### config.mk
export PLATFORM = sky130hd
export DESIGN_NAME = pong_collision
export DESIGN_NICKNAME = d
export VERILOG_FILES = /design/src/rtl/pong_pkg.sv /design/src/rtl/pong_paddle_hit.sv /design/src/rtl/pong_collision.sv
export SDC_FILE = /design/constraint.sdc
export NUM_CORES = 1
export LEC_CHECK = 0
export ABC_AREA = 0
export BUFFER_PORTS_ARGS = -buffer_cell sky130_fd_sc_hd__buf_4
export CAP_MARGIN = 20
export CORE_MARGIN = 5
export CORE_UTILIZATION = 35
export DETAILED_ROUTE_END_ITERATION = 12
export PLACE_DENSITY = 0.63
export SYNTH_ARGS = -nofsm -noshare
export SYNTH_HDL_FRONTEND = slang
export SYNTH_SLANG_ARGS = --single-unit
### constraint.sdc
create_clock -name clk -period 3.55 [get_ports clk]
set_input_delay 0.1775 -clock clk [delete_from_list [all_inputs] [get_ports clk]]
set_output_delay 0.1775 -clock clk [all_outputs]
set_load 0.02 [all_outputs]
### src/rtl/pong_pkg.sv
// Shared Pong types and default playfield geometry.
package pong_pkg;

  typedef enum logic [1:0] {SERVE, PLAY, POINT, GAME_OVER} game_state_t;
  typedef enum logic {SIDE_LEFT, SIDE_RIGHT} side_t;

  localparam int PONG_X_W           = 10;
  localparam int PONG_Y_W           = 10;
  localparam int PONG_SCREEN_W      = 640;
  localparam int PONG_SCREEN_H      = 480;
  localparam int PONG_BALL_SIZE     = 8;
  localparam int PONG_PADDLE_W      = 8;
  localparam int PONG_PADDLE_H      = 48;
  localparam int PONG_LEFT_PADDLE_X = 16;
  localparam int PONG_RIGHT_PADDLE_X= 616;
  localparam int PONG_SCORE_W       = 4;
  localparam int PONG_WIN_SCORE     = 9;
  localparam int PONG_SERVE_DELAY   = 60;

endpackage

### src/rtl/pong_paddle_hit.sv
// One paddle: box overlap test, contact lockout flag and the miss compare
// for the goal line behind this paddle.
module pong_paddle_hit
  import pong_pkg::*;
#(
  parameter int    X_W       = PONG_X_W,
  parameter int    Y_W       = PONG_Y_W,
  parameter int    SCREEN_W  = PONG_SCREEN_W,
  parameter int    BALL_SIZE = PONG_BALL_SIZE,
  parameter int    PADDLE_W  = PONG_PADDLE_W,
  parameter int    PADDLE_H  = PONG_PADDLE_H,
  parameter int    PX        = PONG_LEFT_PADDLE_X,
  parameter side_t SIDE      = SIDE_LEFT
) (
  input  logic           clk,
  input  logic           reset,
  input  logic           eval,      // frame_tick while in PLAY
  input  logic           rearm,     // serve completes
  input  logic [X_W-1:0] ball_x,
  input  logic [Y_W-1:0] ball_y,
  input  logic [Y_W-1:0] paddle_y,
  output logic           hit,       // armed contact: request a pulse
  output logic           contact,   // raw overlap
  output logic           miss       // ball is past this paddle's goal line
);

  logic       armed;
  logic [X_W:0] bx_lo, bx_hi, px_lo, px_hi;
  logic [Y_W:0] by_lo, by_hi, py_lo, py_hi;

  // One extra bit keeps the far edges from wrapping.
  assign bx_lo = {1'b0, ball_x};
  assign bx_hi = bx_lo + (X_W+1)'(BALL_SIZE);
  assign px_lo = (X_W+1)'(PX);
  assign px_hi = (X_W+1)'(PX + PADDLE_W);
  assign by_lo = {1'b0, ball_y};
  assign by_hi = by_lo + (Y_W+1)'(BALL_SIZE);
  assign py_lo = {1'b0, paddle_y};
  assign py_hi = py_lo + (Y_W+1)'(PADDLE_H);

  assign contact = (bx_lo < px_hi) && (px_lo < bx_hi) &&
                   (by_lo < py_hi) && (py_lo < by_hi);
  assign hit     = armed && contact;

  // Left goal also catches x that wrapped below zero; right goal is the far edge.
  if (SIDE == SIDE_LEFT) begin : g_left
    assign miss = (bx_lo < px_lo) || (bx_lo >= (X_W+1)'(SCREEN_W));
  end else begin : g_right
    assign miss = (bx_hi > px_hi);
  end

  // Lockout: any evaluated contact disarms, first contact-free frame re-arms.
  always_ff @(posedge clk) begin
    if (reset)      armed <= 1'b1;
    else if (rearm) armed <= 1'b1;
    else if (eval)  armed <= !contact;
  end

endmodule

### src/rtl/pong_collision.sv
// Per-frame wall/paddle collision pulses, miss detection, scoring and the
// serve/point/game-over sequence.
module pong_collision
  import pong_pkg::*;
#(
  parameter int X_W            = PONG_X_W,
  parameter int Y_W            = PONG_Y_W,
  parameter int SCREEN_W       = PONG_SCREEN_W,
  parameter int SCREEN_H       = PONG_SCREEN_H,
  parameter int BALL_SIZE      = PONG_BALL_SIZE,
  parameter int PADDLE_W       = PONG_PADDLE_W,
  parameter int PADDLE_H       = PONG_PADDLE_H,
  parameter int LEFT_PADDLE_X  = PONG_LEFT_PADDLE_X,
  parameter int RIGHT_PADDLE_X = PONG_RIGHT_PADDLE_X,
  parameter int SCORE_W        = PONG_SCORE_W,
  parameter int WIN_SCORE      = PONG_WIN_SCORE,
  parameter int SERVE_DELAY    = PONG_SERVE_DELAY
) (
  input  logic               clk,
  input  logic               reset,
  input  logic               frame_tick,
  input  logic [X_W-1:0]     ball_x,
  input  logic [Y_W-1:0]     ball_y,
  input  logic [Y_W-1:0]     left_paddle_y,
  input  logic [Y_W-1:0]     right_paddle_y,
  output logic               touching_paddle,
  output logic               touching_wall,
  output logic               serve,
  output logic [SCORE_W-1:0] score_left,
  output logic [SCORE_W-1:0] score_right,
  output logic               game_over
);

  localparam int CNT_W = (SERVE_DELAY > 1) ? $clog2(SERVE_DELAY) : 1;

  game_state_t        state;
  side_t              scorer;
  logic [CNT_W-1:0]   serve_cnt;
  logic               wall_armed;
  logic [Y_W:0]       by_lo, by_hi;
  logic               wall, eval, serve_done;
  logic               hit_l, hit_r, con_l, con_r, miss_l, miss_r;
  logic [SCORE_W-1:0] pts;

  assign by_lo = {1'b0, ball_y};
  assign by_hi = by_lo + (Y_W+1)'(BALL_SIZE);
  // y >= SCREEN_H means the ball wrapped above the top edge.
  assign wall  = (ball_y == '0) || (by_hi >= (Y_W+1)'(SCREEN_H)) ||
                 (by_lo >= (Y_W+1)'(SCREEN_H));

  assign eval       = frame_tick && (state == PLAY);
  assign serve_done = frame_tick && (state == SERVE) &&
                      (serve_cnt == CNT_W'(SERVE_DELAY - 1));

  pong_paddle_hit #(
    .X_W(X_W), .Y_W(Y_W), .SCREEN_W(SCREEN_W), .BALL_SIZE(BALL_SIZE),
    .PADDLE_W(PADDLE_W), .PADDLE_H(PADDLE_H), .PX(LEFT_PADDLE_X), .SIDE(SIDE_LEFT)
  ) u_left (
    .clk(clk), .reset(reset), .eval(eval), .rearm(serve_done),
    .ball_x(ball_x), .ball_y(ball_y), .paddle_y(left_paddle_y),
    .hit(hit_l), .contact(con_l), .miss(miss_l)
  );

  pong_paddle_hit #(
    .X_W(X_W), .Y_W(Y_W), .SCREEN_W(SCREEN_W), .BALL_SIZE(BALL_SIZE),
    .PADDLE_W(PADDLE_W), .PADDLE_H(PADDLE_H), .PX(RIGHT_PADDLE_X), .SIDE(SIDE_RIGHT)
  ) u_right (
    .clk(clk), .reset(reset), .eval(eval), .rearm(serve_done),
    .ball_x(ball_x), .ball_y(ball_y), .paddle_y(right_paddle_y),
    .hit(hit_r), .contact(con_r), .miss(miss_r)
  );

  // Scoring side's next value, saturating at WIN_SCORE.
  always_comb begin
    pts = (scorer == SIDE_LEFT) ? score_left : score_right;
    if (pts != SCORE_W'(WIN_SCORE)) pts = pts + 1'b1;
  end

  // Game FSM with registered single-cycle pulses.
  always_ff @(posedge clk) begin
    if (reset) begin
      state           <= SERVE;
      scorer          <= SIDE_LEFT;
      serve_cnt       <= '0;
      wall_armed      <= 1'b1;
      touching_paddle <= 1'b0;
      touching_wall   <= 1'b0;
      serve           <= 1'b0;
      score_left      <= '0;
      score_right     <= '0;
      game_over       <= 1'b0;
    end else begin
      touching_paddle <= 1'b0;
      touching_wall   <= 1'b0;
      serve           <= 1'b0;
      case (state)
        SERVE: if (frame_tick) begin
          if (serve_done) begin
            serve      <= 1'b1;
            serve_cnt  <= '0;
            wall_armed <= 1'b1;
            state      <= PLAY;
          end else begin
            serve_cnt <= serve_cnt + 1'b1;
          end
        end
        PLAY: if (frame_tick) begin
          touching_paddle <= hit_l || hit_r;
          touching_wall   <= wall && wall_armed;
          wall_armed      <= !wall;
          // Paddle contact overrides a miss; a wrapped x counts as a left-goal miss.
          if (!(con_l || con_r) && (miss_l || miss_r)) begin
            state  <= POINT;
            scorer <= miss_l ? SIDE_RIGHT : SIDE_LEFT;
          end
        end
        POINT: begin
          if (scorer == SIDE_LEFT) score_left  <= pts;
          else                     score_right <= pts;
          if (pts == SCORE_W'(WIN_SCORE)) begin
            state     <= GAME_OVER;
            game_over <= 1'b1;
          end else begin
            state <= SERVE;
          end
        end
        default: game_over <= 1'b1;
      endcase
    end
  end

endmodule

-- Word-level counts from Yosys, hierarchy flattened
Cells that the tools add are included.
- order comparisons: 13
- bitwise logic cells: 5
- muxes and demuxes: 17
- reductions and logical operators: 38
- equal/unequal tests: 10
- add/subtract/negate cells: 6
- operator list (operator ; count):
    < comparator 10 x 11 -> 1 bit ; 4
    adder 10 x 4 -> 11 bit (second input constant) ; 2
    adder 10 x 6 -> 11 bit (second input constant) ; 2
    < comparator 10 x 5 -> 1 bit (second input constant) ; 2
    logical AND 1 bit ; 13
    greater-or-equal comparator 11 x 9 -> 1 bit (second input constant) ; 1
    greater-than comparator 11 x 10 -> 1 bit (second input constant) ; 1
    < comparator 10 x 11 -> 1 bit (first input constant) ; 1
    < comparator 5 x 11 -> 1 bit (first input constant) ; 1
    greater-or-equal comparator 10 bit (second input constant) ; 1
    greater-or-equal comparator 10 x 9 -> 1 bit (second input constant) ; 1
    zero test 10 bit ; 1
    < comparator 10 bit (second input constant) ; 1
    2-to-1 mux 2 bit ; 5
    2-to-1 mux 4 bit ; 2
    inequality test 2 bit (second input constant) ; 4
    AND reduction 2 bit ; 4
    adder 6 x 1 -> 6 bit (second input constant) ; 1
    == test 6 bit (second input constant) ; 1
    logical OR 1 bit ; 6
    2-to-1 mux 1 bit ; 6
    2-to-1 mux 6 bit ; 1
    case mux 2 bit (3 select lines) ; 1
    OR reduction 3 bit ; 2
    other kinds (16) ; 25
- bits of input ports: 43
- output and inout bits: 12
- register bits: 24
- logic and storage cells: 101

-- Longest topological paths before layout
Gate-level depths: netlist (run 1).
- word-level depth: 11
- depth in mapped cells: 13
- mapped depth without buffers: 13

-- Modules after synthesis
From an unflattened synthesis (run 1), not the netlist that was laid out.
- cells, all modules: 356
- area total of the unflattened synthesis: 2941.6 µm²
- modules (own cells, without submodules) (module ; cells an instance ; sequential area each (µm²) ; area each (µm²) ; instances):
    pong_collision ; 150 ; 440.4 ; 1340.0 ; 1
    pong_paddle_hit at u_right ; 114 ; 20.0 ; 867.1 ; 1
    pong_paddle_hit at u_left ; 92 ; 20.0 ; 734.5 ; 1

-- Worst setup path before layout (run 1)
OpenSTA, ideal clock, no wires.
- path kind: input -> register
- start: input port ball_y[3]
- end: register state[0]
- stages: 10
- required time: 3422 ps
- path slack: 1163 ps
- arrival: 2260 ps
- buffers on the path: 0
- library setup time: 128 ps
- cell sequence: ha_1 xnor2_1 ha_1 nand2_1 or4_1 a211oi_2 nor4b_4 o41a_1 nor3_2 nor3_2
- word-level cells in the longest chain between the ends: 8
- elaborated cells on any way between the ends: 14
- classes of those cells: 1 x add/sub; 4 x order compare; 1 x eq/ne; 8 x reduce/logical
- RTL lines (element ; line ; text):
    start: declaration ; pong_collision.sv:23 ; input logic [Y_W-1:0] ball_y,
    adder 10 x 4 -> 11 bit / < comparator 10 x 11 -> 1 bit (equally long branches) ; pong_paddle_hit.sv:37, pong_paddle_hit.sv:42 ;
    < comparator 10 x 11 -> 1 bit / logical AND 1 bit (equally long branches) ; pong_paddle_hit.sv:42, pong_paddle_hit.sv:41 ;
    logical AND 1 bit ; pong_paddle_hit.sv:42 ; (by_lo < py_hi) && (py_lo < by_hi);
    logical OR 1 bit (*) ; pong_collision.sv:112 ; if (!(con_l || con_r) && (miss_l || miss_r)) begin
    zero test 1 bit (*) ; pong_collision.sv:112 ;
    logical AND 1 bit (*) ; pong_collision.sv:112 ;
    inequality test 2 x 1 -> 1 bit (no source line) (*) ; n/a ;
    AND reduction 5 bit (no source line) (*) ; n/a ;
    end signal: assignment ; pong_collision.sv:113 ; state <= POINT;
    end signal: assignment ; pong_collision.sv:121 ; state <= GAME_OVER;
    end signal: assignment ; pong_collision.sv:124 ; state <= SERVE;
    end: declaration ; pong_collision.sv:36 ; game_state_t state;
Every way passes the cells marked *; elsewhere a longest branch is shown, timed or not.
A chain may end at the register's enable or synchronous reset.

-- Worst setup path in the final report (run 1)
Ends and elaborated chain as after synthesis.

==> flow_summary.toml, run 1 <==
[setup_path]
endpoint_kind = "flop"
required_ns = 3.71
crit_fanout = 10
critical_path_class = "in2reg"
cp.arrival_ns = 2.70
worst_setup_path_start_kind = "input port"

[global_routing]
grtUsageMet3_pct = 3.02
antenna_found_initial = 0
grt_use_total_pct = 13.5
grtUsageMet2_pct = 22.5
grt_max_degree = 19
grt_pass1_wl_um = 11200
busiest_layer = "met2"
gr-total-overflow = 0
grt_pass1_vias = 2478
use_met1_pct = 18.2

[die]
dieHeight_um = 97.4
ios = 55
num_rows = 31
start_util_pct = 36.5
die_w_um = 97.4
core_um2 = 7330
die_area_um2 = 9480

[cts]
cts.repair.resized = 0
path_clk_slew_ns = 0.09
ctsHtreeMaxLevel = 1
clock_latency_ns = 0.27
cts_hold_buf = 0
clock-sinks = 24
postCtsSetupBuffers = 0
cts_root_buf = "clkbuf_8"
clock_path_buffers = 2
cts_buffers = 3
cts_tree = "built"

[power]
p_int_w = 0.000531
pwr-share-comb_pct = 31.5
p_switching_w = 0.000216
p_total_w = 0.000747
pwr-share-seq_pct = 36.6
power_density_nw_per_um2 = 230
p_sw_share_pct = 28.9
power_leakage_nw = 1.49
ir_drop_mv = 0.245
clockPowerShare_pct = 31.9

[detailed_routing]
detail_route.iter0.violations = 123
vias = 2537
ant_nets = 0
routedWlPerCell_um = 13.4
routed_wl_um = 6450
drc = 0
first_pass_iters = 6
via_per_inst = 5.26

[sta]
period_share_pct = 71.5
final_hold_viol_count = 0
slew_headroom_pct = 62.8
finalSetupViolations = 0
fin_worst_skew_ns = 0.00544
slew_viol_final = 0
whs_ns = 0.219
fmax_mhz = 394
fin_crit_ns = 2.54
setup_tns_ns = 0
worstMarginPinSlew_ns = 0.557
rsz0062_at_grt = "no"
finalWorstSetupSlack_ns = 1.01

[placement]
dp_slack_ns = 0.740
dp.cells = 478
io_buffer_count = 54
dp_hpwl_um = 5390
gp_congestion = 0.852

[synth]
ys_ff_latch = 24
synthFlopType = "dfxtp_1"
syn_inst = 330
syn_nets = 424
yosysSeqAreaShare_pct = 18.0
syn-mean-instance-area_um2 = 8.10
ys.warnings.count = 0
synth_common_cells = "51 x ha_1, 31 x nor2_1, 25 x nand2_1"
yosys.area.top_type = "ha_1"
synth_area_leaders = "ha_1 24%, dfxtp_1 18%, nor2_1 4.4%"
synth_top_area_share_pct = 23.9
yosysMostFrequentCell = "ha_1"
syn_area_um2 = 2670
async_reset_ff_share_pct = 0
synth_edf_count = 0
synth_cell_types = 63

[outcome]
outcome = "completed"

[min_path]
hp-class = "in2reg"

[final_layout]
diodes = 0
fin_cells = 482
nets = 478
area_growth_pct = 21.7
layout-drive-gt1-share_pct = 19.6

[flow_run]
cap_violations = 0
kinds of logic (layout without fill, tap and decap cells):
family | Yosys count | count (layout) | share of synthesized area [%]
compound gates | 86 | 86 | 22.0
xor+xnor | 20 | 20 | 6.55
fa+ha+maj | 51 | 51 | 23.9
buf+inv | 29 | 82 | 4.12
flops | 24 | 24 | 18.0
mux | 8 | 8 | 3.04
simple gates | 112 | 112 | 22.5
layer usage:
| metal | vias up | part of all wire (%) |
|---|---|---|
| met3 | 8 | 4.8 |
| met1 | 1159 | 49 |
| li1 | 1309 | - |
| met5 | - | 0 |
| met4 | 0 | 0.85 |
| met2 | 61 | 46 |
path summary, 6_finish.rpt:
kind / from / to / slack, ns / depth (start not counted)
worst max register to register: scorer$_SDFFE_PP0P_ / state[1]$_SDFFE_PP0P_ / 1.24 / 9
worst min register to register: u_right.armed$_SDFFE_PP1P_ / u_right.armed$_SDFFE_PP1P_ / 0.47 / 1
worst min-delay path: reset / state[1]$_SDFFE_PP0P_ / 0.22 / 2
worst max-delay path: ball_y[3] / state[0]$_SDFFE_PP0P_ / 1.01 / 12
layout by cell type (no fill, tap or decap), drive strengths merged, types with 2 or more instances in the layout:
cell,count
and4,2
ha,51
mux2i,7
nand3,7
a211oi,8
a21oi,25
a211o,3
nor2b,3
nand4b,2
nand2,26
o21ai,17
nor4,2
buf,54
and3,4
a31oi,3
and2,2
o31ai,2
clkbuf,3
nor2,31
xor2,13
or2,3
nand2b,6
or4,2
or3,2
nand3b,2
inv,24
o2111ai,4
a21o,9
dfxtp,24
xnor2,7
nor3,11
nand4,5
power by group through the flow:
stage / registers, W / clock network (W) / logic (W)
after floorplan: 0.000279 / 0 / 0.000140
after global placement: 0.000280 / 0 / 0.000231
after detailed placement: 0.000280 / 0 / 0.000235
after CTS: 0.000273 / 0.000248 / 0.000237
after global routing: 0.000274 / 0.000258 / 0.000271
final: 0.000273 / 0.000239 / 0.000235
final cells by class:
class | count | area, um2
Clock buffer | 3 | 41.3
Clock inverter | 1 | 30.0
Fill cell | 737 | 4080
Inverter | 24 | 90.1
Multi-Input combinational cell | 277 | 2080
Sequential cell | 24 | 480
Tap cell | 99 | 124
Timing Repair Buffer | 54 | 405
flip-flops by register name, indices dropped and copies added (netlist names):
| name | count |
|---|---|
| u_left.armed | 1 |
| serve | 1 |
| touching_wall | 1 |
| scorer | 1 |
| state | 2 |
| u_right.armed | 1 |
| score_left | 4 |
| touching_paddle | 1 |
| score_right | 4 |
| wall_armed | 1 |
| game_over | 1 |
| serve_cnt | 6 |
per-stage QoR:
| stage | utilization, % | instance area (um2) |
|---|---|---|
| 6_report | 44.4 | 3250 |
| 2_1_floorplan | - | 2670 |
| 4_1_cts | 44.4 | 3250 |
| 5_1_grt | 44.4 | 3250 |
| 3_5_place_dp | 43.4 | 3180 |
| 3_3_place_gp | 43.4 | 3180 |
worst max-delay path, stage by stage:
cell and delay, ns:
buf_4 0.15, and4_1 0.25, nand2_1 0.08, xor2_1 0.21
ha_1 0.29, a21o_1 0.16, a211o_1 0.28, a221oi_1 0.33
o2111a_1 0.39, o41ai_2 0.13, a21oi_1 0.21, nor3_2 0.06
No activity file was read; power rests on OpenSTA's default activity.
==> inputs of run 2 (changes only) <==
--- a/config.mk
+++ b/config.mk
@@ -5,13 +5,13 @@
 export SDC_FILE = /design/constraint.sdc
 export NUM_CORES = 1
 export LEC_CHECK = 0
-export ABC_AREA = 0
+export ABC_AREA = 1
 export BUFFER_PORTS_ARGS = -buffer_cell sky130_fd_sc_hd__buf_4
 export CAP_MARGIN = 20
 export CORE_MARGIN = 5
 export CORE_UTILIZATION = 35
 export DETAILED_ROUTE_END_ITERATION = 12
-export PLACE_DENSITY = 0.63
+export PLACE_DENSITY = 0.64
 export SYNTH_ARGS = -nofsm -noshare
 export SYNTH_HDL_FRONTEND = slang
 export SYNTH_SLANG_ARGS = --single-unit
==> constraint.sdc (replaced) <==
create_clock -name clk -period 2.3 [get_ports clk]
set_input_delay 0.115 -clock clk [delete_from_list [all_inputs] [get_ports clk]]
set_output_delay 0.115 -clock clk [all_outputs]
set_load 0.02 [all_outputs]
==> flow_summary.toml, run 2 <==
[global_routing]
grtUsageMet2_pct = 23.2
use_met1_pct = 18.1
grt_pass1_wl_um = 11800
grt_use_total_pct = 13.5
antenna_found_initial = 0
grtUsageMet3_pct = 2.32
grt_pass1_vias = 2718
gr-total-overflow = 0
grt_max_degree = 15
busiest_layer = "met2"

[placement]
io_buffer_count = 54
placed_area_um2 = 3490
dp_hpwl_um = 5870
dp.cells = 603
gp_congestion = 0.841

[final_layout]
largest_reg_flops = 6
fin_cells = 607
final_area_um2 = 3560
fillers = 855
regMostFlops = "serve_cnt"
layout-drive-gt1-share_pct = 19.5
layout_commonest_cell = "nand2_1"
area_growth_pct = 19.7
nets = 597
reg.largest.list = "serve_cnt: 6 flops, score_left: 4 flops, score_right: 4 flops"
diodes = 0
final_cell_mix = "92 x nand2_1, 73 x inv_1, 54 x buf_4"

[cts]
clock_latency_ns = 0.27
cts.repair.resized = 0
clock_path_buffers = 2
postCtsSetupBuffers = 0
cts_buffers = 3
cts_tree = "built"
cts_root_buf = "clkbuf_8"
cts_hold_buf = 0
path_clk_slew_ns = 0.09
clock-sinks = 24
ctsHtreeMaxLevel = 1

[setup_path]
endpoint_kind = "flop"
reg2reg_to = "state[0]$_SDFFE_PP0P_"
crit_family = "simple AND/OR/NAND/NOR gates"
reg2reg_slack_ns = 0.23
crit_start = "scorer$_SDFFE_PP0P_"
required_ns = 2.47
max_stage_delay_ns = 0.48
path_cells = "nand2_1 > o21a_1 > inv_1 > ha_1 > inv_1 > nor2_2 > nand2_2 > xnor2_1 > nor2_2 > nand3_1 > o21ai_0 > a21oi_1 > nor2_1"
cp.arrival_ns = 2.24
critical_path_class = "reg2reg"
crit_fanout = 11
r2r-start = "scorer$_SDFFE_PP0P_"
worst-path-buf-inv = 2
r2r_cells = 13
worst_setup_path_start_kind = "flop"
slowest_stage = "dfxtp_2"

[synth]
async_reset_ff_share_pct = 0
syn-mean-instance-area_um2 = 6.66
syn_area_um2 = 2980
yosysMostFrequentCell = "nand2_1"
synth_common_cells = "92 x nand2_1, 73 x inv_1, 51 x ha_1"
synth_top_area_share_pct = 21.4
yosysSeqAreaShare_pct = 16.1
synth_cell_types = 40
synth_area_leaders = "ha_1 21%, dfxtp_1 16%, nand2_1 12%"
ys.warnings.count = 0
syn_nets = 541
ys_ff_latch = 24
synth_edf_count = 0
yosys.area.top_type = "ha_1"
synthFlopType = "dfxtp_1"
syn_inst = 447

[die]
die_area_um2 = 10500
num_rows = 33
ios = 55
die_w_um = 102
start_util_pct = 36.1
dieHeight_um = 102
core_um2 = 8260

[sta]
finalSetupViolations = 0
worstMarginPinSlew_ns = 0.477
fin_crit_ns = 2.07
slew_viol_final = 0
final_hold_viol_count = 0
period_share_pct = 90.0
slew_headroom_pct = 68.1
fin_worst_skew_ns = 0.00317
fmax_mhz = 483

[power]
ir_drop_mv = 0.301
power_leakage_nw = 1.85
power_density_nw_per_um2 = 516

[detailed_routing]
vias = 2861
via_per_inst = 4.71
routedWlPerCell_um = 11.3
routed_wl_um = 6840
first_pass_iters = 4
drc = 0
ant_nets = 0
detail_route.iter0.violations = 75

[flow_run]
cap_violations = 0

[min_path]
whs_path_depth = 2
hp-start = "reset"
hp-class = "in2reg"
whs_endpoint = "game_over$_SDFFE_PP0P_"

[outcome]
outcome = "completed"
-- run 2: cell types whose count changed after synthesis, sizes merged, moves of 5 or more --
cell	previous run	this run
nand2	26	98
a211oi	8	0
nor3	11	5
nand2b	6	0
o21ai	17	22
a21oi	25	30
inv	24	79
a21o	9	2
nand4	5	11
mux2i	7	0
nor2	31	50
nand3	7	32
-- run 2: worst max path at each step --
| stage | end | cells after the start |
|---|---|---|
| finish | state[0]$_SDFFE_PP0P_ | 13 |
| global route | state[0]$_SDFFE_PP0P_ | 13 |
| detailed placement | state[1]$_SDFFE_PP0P_ | 19 |
| global placement | state[0]$_SDFFE_PP0P_ | 19 |
| CTS | state[0]$_SDFFE_PP0P_ | 13 |
| floorplan | state[0]$_SDFFE_PP0P_ | 18 |
-- run 2: report_power, final --
part / switching (W) / internal (W) / total (W)
clock: 0.000143 / 0.000233 / 0.000376
sequential: 0.0000556 / 0.000489 / 0.000545
combinational: 0.000547 / 0.000373 / 0.000920
-- run 2: per-stage QoR --
step | setup slack [ns] | setup TNS (ns) | hold WS [ns] | utilization (%) | power (W)
floorplan | 0.442 | 0 | 0.187 | - | 0.00120
global placement | 0.146 | 0 | 0.319 | 42.3 | 0.00145
detailed placement | 0.0860 | 0 | 0.325 | 42.3 | 0.00148
CTS | 0.0790 | 0 | 0.0296 | 43.2 | 0.00185
global route | -0.000161 | -0.000161 | 0.0257 | 43.2 | 0.00203
finish | 0.231 | 0 | 0.0311 | 43.2 | 0.00184
-- run 2: metal layers --
| layer | wire, um | part of all wire (%) |
|---|---|---|
| met5 | 0 | 0 |
| met4 | 42 | 0.61 |
| met3 | 288 | 4.2 |
| met2 | 3180 | 46 |
| met1 | 3330 | 49 |
-- run 2: cells by family after synthesis --
kind of cell | share of synthesized area [%]
xor+xnor | 4.12
buf+inv | 10.9
fa+ha+maj | 21.4
flops | 16.1
compound gates | 13.3
simple gates | 34.1
-- run 2: layout make-up --
cell class	instances	area, um2	share of cell area, %
inverter	80	300	8.42
sequential	24	482	13.5
tap	105	131	3.69
clock buffer	3	41.3	1.16
multi-input combinational	340	2170	61.0
timing repair buffer	54	405	11.4
clock inverter	1	30.0	0.842
